$ cat src/rtl/oc8051_int_seq_pkg.sv
// Shared types and constants for the 8051 interrupt entry/exit sequencer.
package oc8051_int_seq_pkg;

   typedef enum logic [2:0] {
      OC8051_IS_IDLE    = 3'd0,
      OC8051_IS_PUSH_LO = 3'd1,
      OC8051_IS_PUSH_HI = 3'd2,
      OC8051_IS_JUMP    = 3'd3,
      OC8051_IS_POP_HI  = 3'd4,
      OC8051_IS_POP_LO  = 3'd5,
      OC8051_IS_RET     = 3'd6
   } oc8051_is_state_e;

   // The 8051 pushes the return PC low byte first, so it pops high byte first.
   localparam bit OC8051_IS_PUSH_LO_FIRST = 1'b1;

   typedef struct packed {
      logic       req;
      logic       we;
      logic [7:0] addr;
      logic [7:0] wdata;
   } oc8051_mem_cmd_t;

   function automatic logic [7:0] oc8051_push_byte(input logic [15:0] ret_pc,
                                                   input logic        first_slot);
      return (first_slot == OC8051_IS_PUSH_LO_FIRST) ? ret_pc[7:0] : ret_pc[15:8];
   endfunction

endpackage

$ cat src/rtl/oc8051_int_seq_pend.sv
// Pending-vector holder: captures the controller's single-cycle vector pulse
// until the sequencer consumes it on the jump.
module oc8051_int_pend (
   input  logic       clk,
   input  logic       rst,
   input  logic       intr,
   input  logic [7:0] int_vec,
   input  logic       clr,
   output logic       pend,
   output logic [7:0] pend_vec
);

   logic       pend_d, pend_q;
   logic [7:0] vec_d, vec_q;

   // A capture in the clearing cycle wins, so a late higher-priority vector is kept.
   always_comb begin
      pend_d = pend_q;
      vec_d  = vec_q;
      if (clr) pend_d = 1'b0;
      if (intr) begin
         pend_d = 1'b1;
         vec_d  = int_vec;
      end
   end

   always_ff @(posedge clk) begin
      if (rst) begin
         pend_q <= 1'b0;
         vec_q  <= 8'h00;
      end else begin
         pend_q <= pend_d;
         vec_q  <= vec_d;
      end
   end

   assign pend     = pend_q;
   assign pend_vec = vec_q;

endmodule

$ cat src/rtl/oc8051_int_seq.sv
// Interrupt entry/exit sequencer: stacks the return PC and vectors on entry,
// unstacks it on RETI, and stalls the core while doing so.
module oc8051_int_seq
   import oc8051_int_seq_pkg::*;
#(
   parameter logic [7:0] VEC_HI = 8'h00,
   parameter int         PC_W   = 16    // byte split below assumes 16
) (
   input  logic            clk,
   input  logic            rst,
   input  logic            intr,
   input  logic [7:0]      int_vec,
   input  logic            instr_bnd,
   input  logic            reti_req,
   input  logic [PC_W-1:0] pc,
   input  logic [7:0]      sp,
   output logic            mem_req,
   output logic            mem_we,
   output logic [7:0]      mem_addr,
   output logic [7:0]      mem_wdata,
   input  logic            mem_ack,
   input  logic [7:0]      mem_rdata,
   output logic            sp_load,
   output logic [7:0]      sp_new,
   output logic            pc_load,
   output logic [PC_W-1:0] pc_new,
   output logic            ack,
   output logic            reti,
   output logic            stall,
   output logic            busy
);

   oc8051_is_state_e state_d, state_q;
   logic [PC_W-1:0]  ret_pc_d, ret_pc_q;
   logic [7:0]       sp_w_d, sp_w_q;
   logic [7:0]       sp_inc, sp_dec;
   logic             pend;
   logic [7:0]       pend_vec;
   logic             pend_clr;
   oc8051_mem_cmd_t  cmd;

   oc8051_int_pend u_pend (
      .clk      (clk),
      .rst      (rst),
      .intr     (intr),
      .int_vec  (int_vec),
      .clr      (pend_clr),
      .pend     (pend),
      .pend_vec (pend_vec)
   );

   // SP arithmetic wraps modulo 256 by width.
   assign sp_inc = sp_w_q + 8'd1;
   assign sp_dec = sp_w_q - 8'd1;

   always_ff @(posedge clk) begin
      if (rst) begin
         state_q  <= OC8051_IS_IDLE;
         ret_pc_q <= '0;
         sp_w_q   <= 8'h00;
      end else begin
         state_q  <= state_d;
         ret_pc_q <= ret_pc_d;
         sp_w_q   <= sp_w_d;
      end
   end

   always_comb begin
      state_d  = state_q;
      ret_pc_d = ret_pc_q;
      sp_w_d   = sp_w_q;
      case (state_q)
         OC8051_IS_IDLE: begin
            // RETI outranks a waiting entry; the entry follows right after RET.
            if (reti_req) begin
               state_d = OC8051_IS_POP_HI;
               sp_w_d  = sp;
            end else if (pend && instr_bnd) begin
               state_d  = OC8051_IS_PUSH_LO;
               ret_pc_d = pc;
               sp_w_d   = sp;
            end
         end
         OC8051_IS_PUSH_LO: begin
            if (mem_ack) begin
               sp_w_d  = sp_inc;
               state_d = OC8051_IS_PUSH_HI;
            end
         end
         OC8051_IS_PUSH_HI: begin
            if (mem_ack) begin
               sp_w_d  = sp_inc;
               state_d = OC8051_IS_JUMP;
            end
         end
         OC8051_IS_JUMP: state_d = OC8051_IS_IDLE;
         OC8051_IS_POP_HI: begin
            if (mem_ack) begin
               ret_pc_d[15:8] = mem_rdata;
               sp_w_d         = sp_dec;
               state_d        = OC8051_IS_POP_LO;
            end
         end
         OC8051_IS_POP_LO: begin
            if (mem_ack) begin
               ret_pc_d[7:0] = mem_rdata;
               sp_w_d        = sp_dec;
               state_d       = OC8051_IS_RET;
            end
         end
         OC8051_IS_RET: state_d = OC8051_IS_IDLE;
         default:       state_d = OC8051_IS_IDLE;
      endcase
   end

   always_comb begin
      cmd      = '0;
      sp_load  = 1'b0;
      sp_new   = 8'h00;
      pc_load  = 1'b0;
      pc_new   = '0;
      ack      = 1'b0;
      reti     = 1'b0;
      pend_clr = 1'b0;
      stall    = 1'b1;
      case (state_q)
         OC8051_IS_IDLE: stall = (pend & instr_bnd) | reti_req;
         OC8051_IS_PUSH_LO: begin
            cmd.req   = 1'b1;
            cmd.we    = 1'b1;
            cmd.addr  = sp_inc;
            cmd.wdata = oc8051_push_byte(ret_pc_q, 1'b1);
         end
         OC8051_IS_PUSH_HI: begin
            cmd.req   = 1'b1;
            cmd.we    = 1'b1;
            cmd.addr  = sp_inc;
            cmd.wdata = oc8051_push_byte(ret_pc_q, 1'b0);
         end
         OC8051_IS_JUMP: begin
            pc_load  = 1'b1;
            pc_new   = {VEC_HI, pend_vec};
            sp_load  = 1'b1;
            sp_new   = sp_w_q;
            ack      = 1'b1;
            pend_clr = 1'b1;
         end
         OC8051_IS_POP_HI, OC8051_IS_POP_LO: begin
            cmd.req  = 1'b1;
            cmd.addr = sp_w_q;
         end
         OC8051_IS_RET: begin
            pc_load = 1'b1;
            pc_new  = ret_pc_q;
            sp_load = 1'b1;
            sp_new  = sp_w_q;
            reti    = 1'b1;
         end
         default: stall = 1'b0;
      endcase
   end

   assign mem_req   = cmd.req;
   assign mem_we    = cmd.we;
   assign mem_addr  = cmd.addr;
   assign mem_wdata = cmd.wdata;
   assign busy      = (state_q != OC8051_IS_IDLE) | pend;

endmodule

$ cat config.mk
export PLATFORM = sky130hd
export DESIGN_NAME = oc8051_int_seq
export DESIGN_NICKNAME = d
export VERILOG_FILES = /design/src/rtl/oc8051_int_seq_pkg.sv /design/src/rtl/oc8051_int_seq_pend.sv /design/src/rtl/oc8051_int_seq.sv
export SDC_FILE = /design/constraint.sdc
export NUM_CORES = 1
export LEC_CHECK = 0
export ABC_AREA = 1
export CORE_ASPECT_RATIO = 2
export CORE_UTILIZATION = 40
export CTS_CLUSTER_DIAMETER = 120
export CTS_CLUSTER_SIZE = 16
export DETAILED_ROUTE_END_ITERATION = 10
export PLACE_DENSITY = 0.73
export SLEW_MARGIN = 20
export SYNTH_ARGS = -nofsm -noshare
export SYNTH_HDL_FRONTEND = slang
export SYNTH_HIERARCHICAL = 1
export SYNTH_SLANG_ARGS = --single-unit
$ cat constraint.sdc
create_clock -name clk -period 1.43 [get_ports clk]
set_input_delay 0.286 -clock clk [delete_from_list [all_inputs] [get_ports clk]]
set_output_delay 0.286 -clock clk [all_outputs]
set_load 0.05 [all_outputs]
==> results of run 1 <==
cell usage after synthesis:
library cell  instances  area (sq um)
and2_1                1          6.26
dfxtp_1              36           721
clkbuf_1              5          18.8
o211ai_1              1          7.51
nand4_1               3          18.8
nand3_2               4          40.0
nand2_4               2          22.5
buf_4                 3          22.5
nor2_4                1          11.3
xor2_1                1          8.76
nor3_4                1          16.3
nand2_1              83           312
inv_4                 1          6.26
ha_1                  2          25.0
or2_2                 1          6.26
inv_1                50           188
a31oi_1               1          6.26
o21ai_0              47           235
nand3_1              38           190
nor2_2                2          12.5
o22ai_1               8          50.1
nor2_1               59           221
o21ai_2               1          8.76
o21ai_1               5          25.0
a21oi_1              21           105
nand2_2               6          37.5
o21ai_4               1          16.3
nand3b_1              1          7.51
nand3_4               1          17.5
nor3_2                1          10.0
inv_2                 7          26.3
a21oi_2               1          8.76
buf_2                 3          15.0
logic make-up after synthesis:
group	Yosys count	synth area share [%]
xor+xnor	1	0.361
compound gates	86	19.1
fa+ha+maj	2	1.03
buf+inv	69	11.4
simple gates	204	38.4
flops	36	29.7
per-stage QoR:
stage | TNS, ns | worst slack [ns] | instances | hold slack, ns | utilization (%)
floorplan | -20.69 | -0.668 | 398 | 0.348 | -
global placement | -6.98 | -0.216 | 619 | 0.448 | 84.6
detailed placement | -10.78 | -0.297 | 619 | 0.458 | 84.6
==> out/qor.csv, run 1 <==
stage,metric,value,unit
floorplan,io_pins,94,
place,portBuffers,93,
synth,synth_nets,446,
synth,ys_warn_count,6,
cts,cts_sinks,36,
status,error,[ERROR DPL-0033] detailed placement checks failed during check placement.,
synth,synth.yosys.seq_area_share,29.7,%
cts,ctsResizeCount,129,
cts,cts_made_buffers,5,
status,failing_step,clock tree synthesis (4_1_cts),
place,dp_hpwl,8.80,mm
cts,clk_path_buf_depth,2,
floorplan,rows,39,
place,place_area,0.00487,sq mm
status,outcome,aborted with a tool error,
cts,cts_hold_buf,0,
cts,post_cts_buffers,20,
floorplan,fp.dieW,57.0,um
place,gp_congestion,0.868,
floorplan,start_util,42.1,%
synth,synth.avg_cell_area,6.09,sq um
synth,netlist_area,0.00242,sq mm
cts,ctsHtreeMaxLevel,2,
cts,cts-root-buf,clkbuf_16,
floorplan,die_y,112,um
synth,synthCells,398,
synth,yosysUniqueCellTypes,33,
synth,ys_ff_latch,36,
==> run 2: changes to the inputs <==
--- a/config.mk
+++ b/config.mk
@@ -6,12 +6,9 @@
 export NUM_CORES = 1
 export LEC_CHECK = 0
 export ABC_AREA = 1
-export CORE_ASPECT_RATIO = 2
 export CORE_UTILIZATION = 40
-export CTS_CLUSTER_DIAMETER = 120
-export CTS_CLUSTER_SIZE = 16
 export DETAILED_ROUTE_END_ITERATION = 10
-export PLACE_DENSITY = 0.73
+export PLACE_DENSITY_LB_ADDON = 0.15
 export SLEW_MARGIN = 20
 export SYNTH_ARGS = -nofsm -noshare
 export SYNTH_HDL_FRONTEND = slang
==> constraint.sdc (replaced) <==
create_clock -name clk -period 1.86 [get_ports clk]
set_input_delay 0.372 -clock clk [delete_from_list [all_inputs] [get_ports clk]]
set_output_delay 0.372 -clock clk [all_outputs]
set_load 0.05 [all_outputs]
==> out/qor.csv, run 2 <==
stage,metric,value,unit,change
timing,slew_viol_final,0,,
floorplan,core,0.00568,sq mm,
timing,final.setup.worst_slack,-0.171,ns,
layout,final_common_cell,nand2_1,,
place,gp_congestion,0.902,,was 0.868
detailed_routing,via_count,3551,,
detailed_routing,wl_per_cell,19.8,um,
place,dpl.cell_count,571,,was 619
layout,instances_no_fill,597,,
detailed_routing,first_pass_iters,6,,
layout,syn2layout_area_growth,101,%,
layout,largest_register,ret_pc_q,,
global_route,gr-usage-met3,7.43,%,
synth,synth_edf_count,0,,unchanged
timing,worst_clock_skew,0.00472,ns,
synth,ys.flop_type,dfxtp_1,,unchanged
timing,hold_violations,0,,
synth,yosys-top-cells-count,"83 x nand2_1, 59 x nor2_1, 50 x inv_1",,unchanged
layout,drive_above_1_share,37.7,%,
cts,cts-root-buf,clkbuf_8,,was clkbuf_16
cts,cts_made_buffers,5,,unchanged
global_route,grt_max_degree,22,,
layout,fillers,298,,
timing,tightest_slew,0.383,ns,
detailed_routing,drtAntennaViolNets,0,,
place,place_area,0.00431,sq mm,was 0.00487 sq mm
power,ir_worst_vdd,1310,uV,
cts,insertion_delay,0.30,ns,
place,pre_cts_ws,-0.0893,ns,was -0.297 ns
floorplan,rows,27,,was 39
timing,fin_crit,2.03,ns,
min_path,hold_class,flop to flop,,
synth,synth_most_common_cell,nand2_1,,unchanged
synth,netlist_area,0.00242,sq mm,unchanged
power,p_leak,0.00194,uW,
status,outcome,"complete, but fails checks",,was aborted with a tool error
detailed_routing,first_iter_violations,325,,
synth,async_flop_share,0,%,unchanged
detailed_routing,viasPerCell,5.95,,
synth,synth_top_cell_by_area,dfxtp_1,,unchanged
synth,synthCells,398,,unchanged
layout,nets,572,,
global_route,grt-busiest-layer,met2,,
cts,cts_sinks,36,,unchanged
cts,cts_tree,done,,
cts,ctsHtreeMaxLevel,2,,unchanged
synth,yosys-top-cells-area,"dfxtp_1 30%, nand2_1 13%, o21ai_0 9.7%",,unchanged
global_route,grtUsageMet2,58.8,%,
layout,final_util,86.0,%,
layout,antenna_cells,0,,
synth,synth.avg_cell_area,6.09,sq um,unchanged
cts,clk_path_buf_depth,2,,unchanged
detailed_routing,drc,0,,
layout,multi_input_area,0.00192,sq mm,
synth,synth.yosys.seq_area_share,29.7,%,unchanged
layout,final_area,0.00488,sq mm,
power,power.total,6960,uW,
layout,largest_register_ffs,16,,
global_route,grt.overflow.total,0,,
place,dp_hpwl,6.53,mm,was 8.80 mm
worst_setup_path,cp_max_fo,4,,
synth,ys_ff_latch,36,,unchanged
worst_setup_path,crit_chain,buf_4 -> nand3_4 -> nand2_2 -> nand2_1 -> o21ai_4 -> buf_12,,
synth,ys_warn_count,6,,unchanged
timing,rsz0062_at_grt,yes,,
global_route,antenna_found_initial,1,,
status,violations,negative setup slack,,
global_route,grt_pass1_vias,3312,,
worst_setup_path,startpoint_type,flop,,
worst_setup_path,slowest_stage,dfxtp_4,,
detailed_routing,wirelength,11.8,mm,
timing,max_slew_margin,74.4,%,
worst_setup_path,cp.required,1.49,ns,
run,cap_violations,0,,
synth,synth_nets,446,,unchanged
worst_setup_path,worstSetupPathType,flop to primary output,,
worst_setup_path,cp-end-kind,primary output,,
global_route,grt_use_met1,42.6,%,
timing,setup_viol,46,,
worst_setup_path,arrival,1.66,ns,
power,powerDensity,1430,mW/mm^2,
floorplan,start_util,42.7,%,was 42.1%
layout,seqCellArea,743,sq um,
floorplan,die_area,0.00637,sq mm,
timing,fmax,0.492,GHz,
place,portBuffers,93,,unchanged
cts,path_clk_slew,0.08,ns,
floorplan,io_pins,94,,unchanged
timing,finalCritPeriodShare,109,%,
synth,yosysUniqueCellTypes,33,,unchanged
global_route,grt.total_usage,35.2,%,
floorplan,die_y,79.8,um,was 112 um
synth,yosysTopAreaCellShare,29.7,%,unchanged
global_route,grt_pass1_wl,17.0,mm,
floorplan,fp.dieW,79.8,um,was 57.0 um
layout,most-common-layout-cells,"73 x nand2_1, 51 x buf_12, 44 x inv_1",,
worst_setup_path,slowest_delay,0.41,ns,
[run 2: logic make-up after synthesis]
family,share of synthesized area [%]
XOR/XNOR,0.361
adder cells (fa/ha/maj),1.03
AND/OR/NAND/NOR,38.4
AO/OA/AOI/OAI,19.1
flip-flops,29.7
buffers and inverters,11.4
[run 2: where the power goes]
group	internal [uW]	switching, uW
Combinational	1830	3200
Sequential	971	236
Clock	404	324
[run 2: layout make-up]
cell class,instances,area share [%]
Timing Repair inverter,1,0.179
Sequential cell,36,15.2
Multi-Input combinational cell,294,39.4
Clock buffer,5,1.41
Inverter,58,5.77
Timing Repair Buffer,128,35.2
Clock inverter,3,0.948
Tap cell,72,1.85
[run 2: final timing paths]
path,startpoint,slack (ns),depth (start not counted),endpoint
min reg2reg,ret_pc_q[13]$_SDFFE_PP0P_,0.47,2,ret_pc_q[13]$_SDFFE_PP0P_
max reg2reg,state_q[1]$_SDFFE_PP0P_,-0.06,8,sp_w_q[0]$_SDFFE_PP0P_
max,state_q[1]$_SDFFE_PP0P_,-0.17,6,mem_addr[0]
min,ret_pc_q[13]$_SDFFE_PP0P_,0.47,2,ret_pc_q[13]$_SDFFE_PP0P_
[run 2: repair_timing]
item	4_1_cts	5_1_grt
setup buffers	13	3
setup endpoints to repair	44	47
pin swaps	7	4
gates resized for setup	56	18
hold buffers	0	0
gates cloned	2	0
[run 2: per-stage QoR]
step	hold slack [ns]	setup TNS (ns)
2_1_floorplan	0.434	-7.24
3_3_place_gp	0.450	-0.0666
3_5_place_dp	0.454	-0.0893
4_1_cts	0.466	-1.20
5_1_grt	0.489	-5.88
6_report	0.469	-4.47
[run 2: metal layers]
layer / share of wire [%] / wire, um
met5: 0 / 0
met4: 6.3 / 740
met3: 10 / 1210
met2: 46 / 5440
met1: 37 / 4410
[run 2: worst max-delay path, delay by kind of cell, from the launching register on]
kind / cells / cell delay (ns)
flip-flops: 1 / 0.41
AO/OA/AOI/OAI: 1 / 0.10
buffers and inverters: 2 / 0.32
AND/OR/NAND/NOR: 3 / 0.52
(Power assumes the default switching activity.)
==> run 3: changes to the inputs <==
==> constraint.sdc (replaced) <==
create_clock -name clk -period 2.12 [get_ports clk]
set_input_delay 0.424 -clock clk [delete_from_list [all_inputs] [get_ports clk]]
set_output_delay 0.424 -clock clk [all_outputs]
set_load 0.05 [all_outputs]
==> out/qor.csv, run 3 (synthesis gave the netlist of run 2 again) <==
stage,metric,value,unit,change
layout,drive_above_1_share,29.2,%,was 37.7%
timing,hold_violations,0,,unchanged
layout,fillers,407,,was 298
cts,path_clk_slew,0.07,ns,was 0.08 ns
cts,cts_sinks,36,,unchanged
layout,largest_register,ret_pc_q,,unchanged
worst_setup_path,reg2reg_from,state_q[0]$_SDFFE_PP0P_,,was state_q[1]$_SDFFE_PP0P_
worst_setup_path,cp_num_buf_inv,4,,was 2
timing,slew_viol_final,0,,unchanged
timing,setup_viol,0,,was 46
place,dp_hpwl,6.39,mm,was 6.53 mm
worst_setup_path,arrival,1.69,ns,was 1.66 ns
floorplan,die_y,79.8,um,unchanged
layout,final_common_cell,nand2_1,,unchanged
timing,max_slew_margin,69.3,%,was 74.4%
worst_setup_path,slowest_stage,dfxtp_4,,unchanged
cts,cts_hold_buf,0,,unchanged
layout,seqCellArea,736,sq um,was 743 sq um
worst_setup_path,crit_path_start,state_q[1]$_SDFFE_PP0P_,,unchanged
worst_setup_path,cp.required,1.70,ns,was 1.49 ns
cts,insertion_delay,0.29,ns,was 0.30 ns
worst_setup_path,cp-end-kind,primary output,,unchanged
global_route,grt_pass1_wl,13.2,mm,was 17.0 mm
layout,instances_no_fill,578,,was 597
floorplan,core,0.00568,sq mm,unchanged
detailed_routing,first_iter_violations,206,,was 325
power,powerDensity,1170,mW/mm^2,was 1430 mW/mm^2
global_route,antenna_found_initial,0,,was 1
place,place_area,0.00415,sq mm,was 0.00431 sq mm
detailed_routing,wirelength,8.67,mm,was 11.8 mm
detailed_routing,first_pass_iters,5,,was 6
layout,multi_input_area,0.00168,sq mm,was 0.00192 sq mm
place,gp_congestion,0.893,,was 0.902
worst_setup_path,cp_max_fo,8,,was 4
cts,ctsHtreeMaxLevel,2,,unchanged
floorplan,die_area,0.00637,sq mm,unchanged
global_route,grt_max_degree,22,,unchanged
floorplan,io_pins,94,,unchanged
min_path,holdCritStartpoint,ret_pc_q[3]$_SDFFE_PP0P_,,was ret_pc_q[13]$_SDFFE_PP0P_
min_path,hold_class,flop to flop,,unchanged
layout,nets,553,,was 572
layout,largest_register_ffs,16,,unchanged
floorplan,rows,27,,unchanged
power,ir_worst_vdd,983,uV,was 1310 uV
layout,final_area,0.00440,sq mm,was 0.00488 sq mm
detailed_routing,wl_per_cell,15.0,um,was 19.8 um
worst_setup_path,startpoint_type,flop,,unchanged
layout,most-common-layout-cells,"82 x nand2_1, 48 x inv_1, 46 x buf_12",,"was 73 x nand2_1, 51 x buf_12, 44 x inv_1"
floorplan,fp.dieW,79.8,um,unchanged
worst_setup_path,slowest_delay,0.41,ns,about the same
timing,tightest_slew,0.460,ns,was 0.383 ns
worst_setup_path,crit_chain,inv_4 -> nor3_4 -> bufinv_16 -> nand2_8 -> inv_12 -> nor2_4 -> buf_12,,was buf_4 -> nand3_4 -> nand2_2 -> nand2_1 -> o21ai_4 -> buf_12
cts,cts_made_buffers,5,,unchanged
worst_setup_path,critical_path.top_delay_family,buffers and inverters,,was simple AND/OR/NAND/NOR gates
place,portBuffers,93,,unchanged
cts,clk_path_buf_depth,2,,unchanged
place,dpl.cell_count,561,,was 571
timing,rsz0062_at_grt,yes,,unchanged
timing,worst_clock_skew,0.00641,ns,was 0.00472 ns
power,p_leak,0.00180,uW,was 0.00194 uW
detailed_routing,drc,0,,unchanged
global_route,grt.overflow.total,0,,unchanged
timing,finalCritPeriodShare,99.5,%,
global_route,grt_pass1_vias,2778,,"was 3,312"
detailed_routing,via_count,3073,,"was 3,551"
cts,cts_tree,done,,unchanged
global_route,grt.total_usage,26.9,%,was 35.2%
floorplan,start_util,42.7,%,unchanged
timing,fmax,0.474,GHz,
worst_setup_path,worstSetupPathType,flop to primary output,,unchanged
detailed_routing,drtAntennaViolNets,0,,unchanged
cts,cts-root-buf,clkbuf_8,,unchanged
run,cap_violations,0,,unchanged
timing,fin_crit,2.11,ns,
detailed_routing,viasPerCell,5.32,,was 5.95
layout,syn2layout_area_growth,81.5,%,was 101%
status,outcome,completed,,"was complete, but fails checks"
layout,antenna_cells,0,,unchanged
layout,final_util,77.5,%,was 86.0%
-- run 3: cell types whose count changed in the layout (fill, tap and decap cells not counted), sizes merged --
cell	change
buf	-18
clkbuf	+1
clkdlybuf4s50	+2
clkinv	+1
clkinvlp	-3
dlygate4sd2	-2
inv	+1
nand2	-1
-- run 3: layout make-up --
type,instances,share of cell area [%]
clock inverter,2,0.797
clock buffer,6,1.65
multi-input combinational,293,38.2
timing repair buffer,110,34.4
sequential,36,16.7
timing repair inverter,1,0.199
tap,72,2.05
inverter,58,6.00
-- run 3: worst paths after layout --
| path | endpoint | slack [ns] | depth (start not counted) |
|---|---|---|---|
| min | ret_pc_q[3]$_SDFFE_PP0P_ | 0.47 | 2 |
| min reg2reg | ret_pc_q[3]$_SDFFE_PP0P_ | 0.47 | 2 |
| max | sp_new[0] | 0.01 | 7 |
| max reg2reg | sp_w_q[7]$_SDFFE_PP0P_ | 0.41 | 10 |
-- run 3: power breakdown --
part	switching, uW	total, uW	internal (uW)
logic	2210	3500	1280
registers	193	1030	842
clock network	254	603	349
total	2660	5130	2470
-- run 3: what timing repair did --
item / CTS / global route
setup endpoints to repair: 14 / 21
buffers inserted: 0 / 8
gates cloned: 0 / 1
gates resized for setup: 3 / 15
endpoints found under the hold margin: 0 / 0
pin swaps: 0 / 1
-- run 3: per-layer routing --
metal	track usage, %	vias up	share of wire (%)
li1	-	1506	-
met1	35.4	1418	44
met2	44.1	137	49
met3	5.60	12	6.5
met4	7.32	0	1.3
met5	0	-	0
-- run 3: stage by stage --
stage	hold slack (ns)	total power (uW)	setup slack (ns)	TNS (ns)
CTS	0.468	5010	-0.0224	-0.0739
finish	0.468	5130	0.0106	0
global placement	0.449	4310	0.165	0
global route	0.486	5450	-0.0516	-0.494
detailed placement	0.458	4370	0.129	0
floorplan	0.441	3180	-0.116	-0.895
-- run 3: worst reg2reg max path: stages, from the launching register on --
cell and delay, ns:
dfxtp_4 0.45, nor2_4 0.06, nand2_2 0.07, buf_4 0.26
nand3_4 0.19, nand2_2 0.13, nand2_4 0.11, nor2_1 0.15
nand3_1 0.09, nand2_1 0.07, inv_1 0.03
==> run 4: changes to the inputs <==
--- a/config.mk
+++ b/config.mk
@@ -8,6 +8,7 @@
 export ABC_AREA = 1
 export CORE_UTILIZATION = 40
 export DETAILED_ROUTE_END_ITERATION = 10
+export HOLD_SLACK_MARGIN = 0.08
 export PLACE_DENSITY_LB_ADDON = 0.15
 export SLEW_MARGIN = 20
 export SYNTH_ARGS = -nofsm -noshare
==> results of run 4 <==
No change in the layout: final DEF, timing and power equal those of run 3.
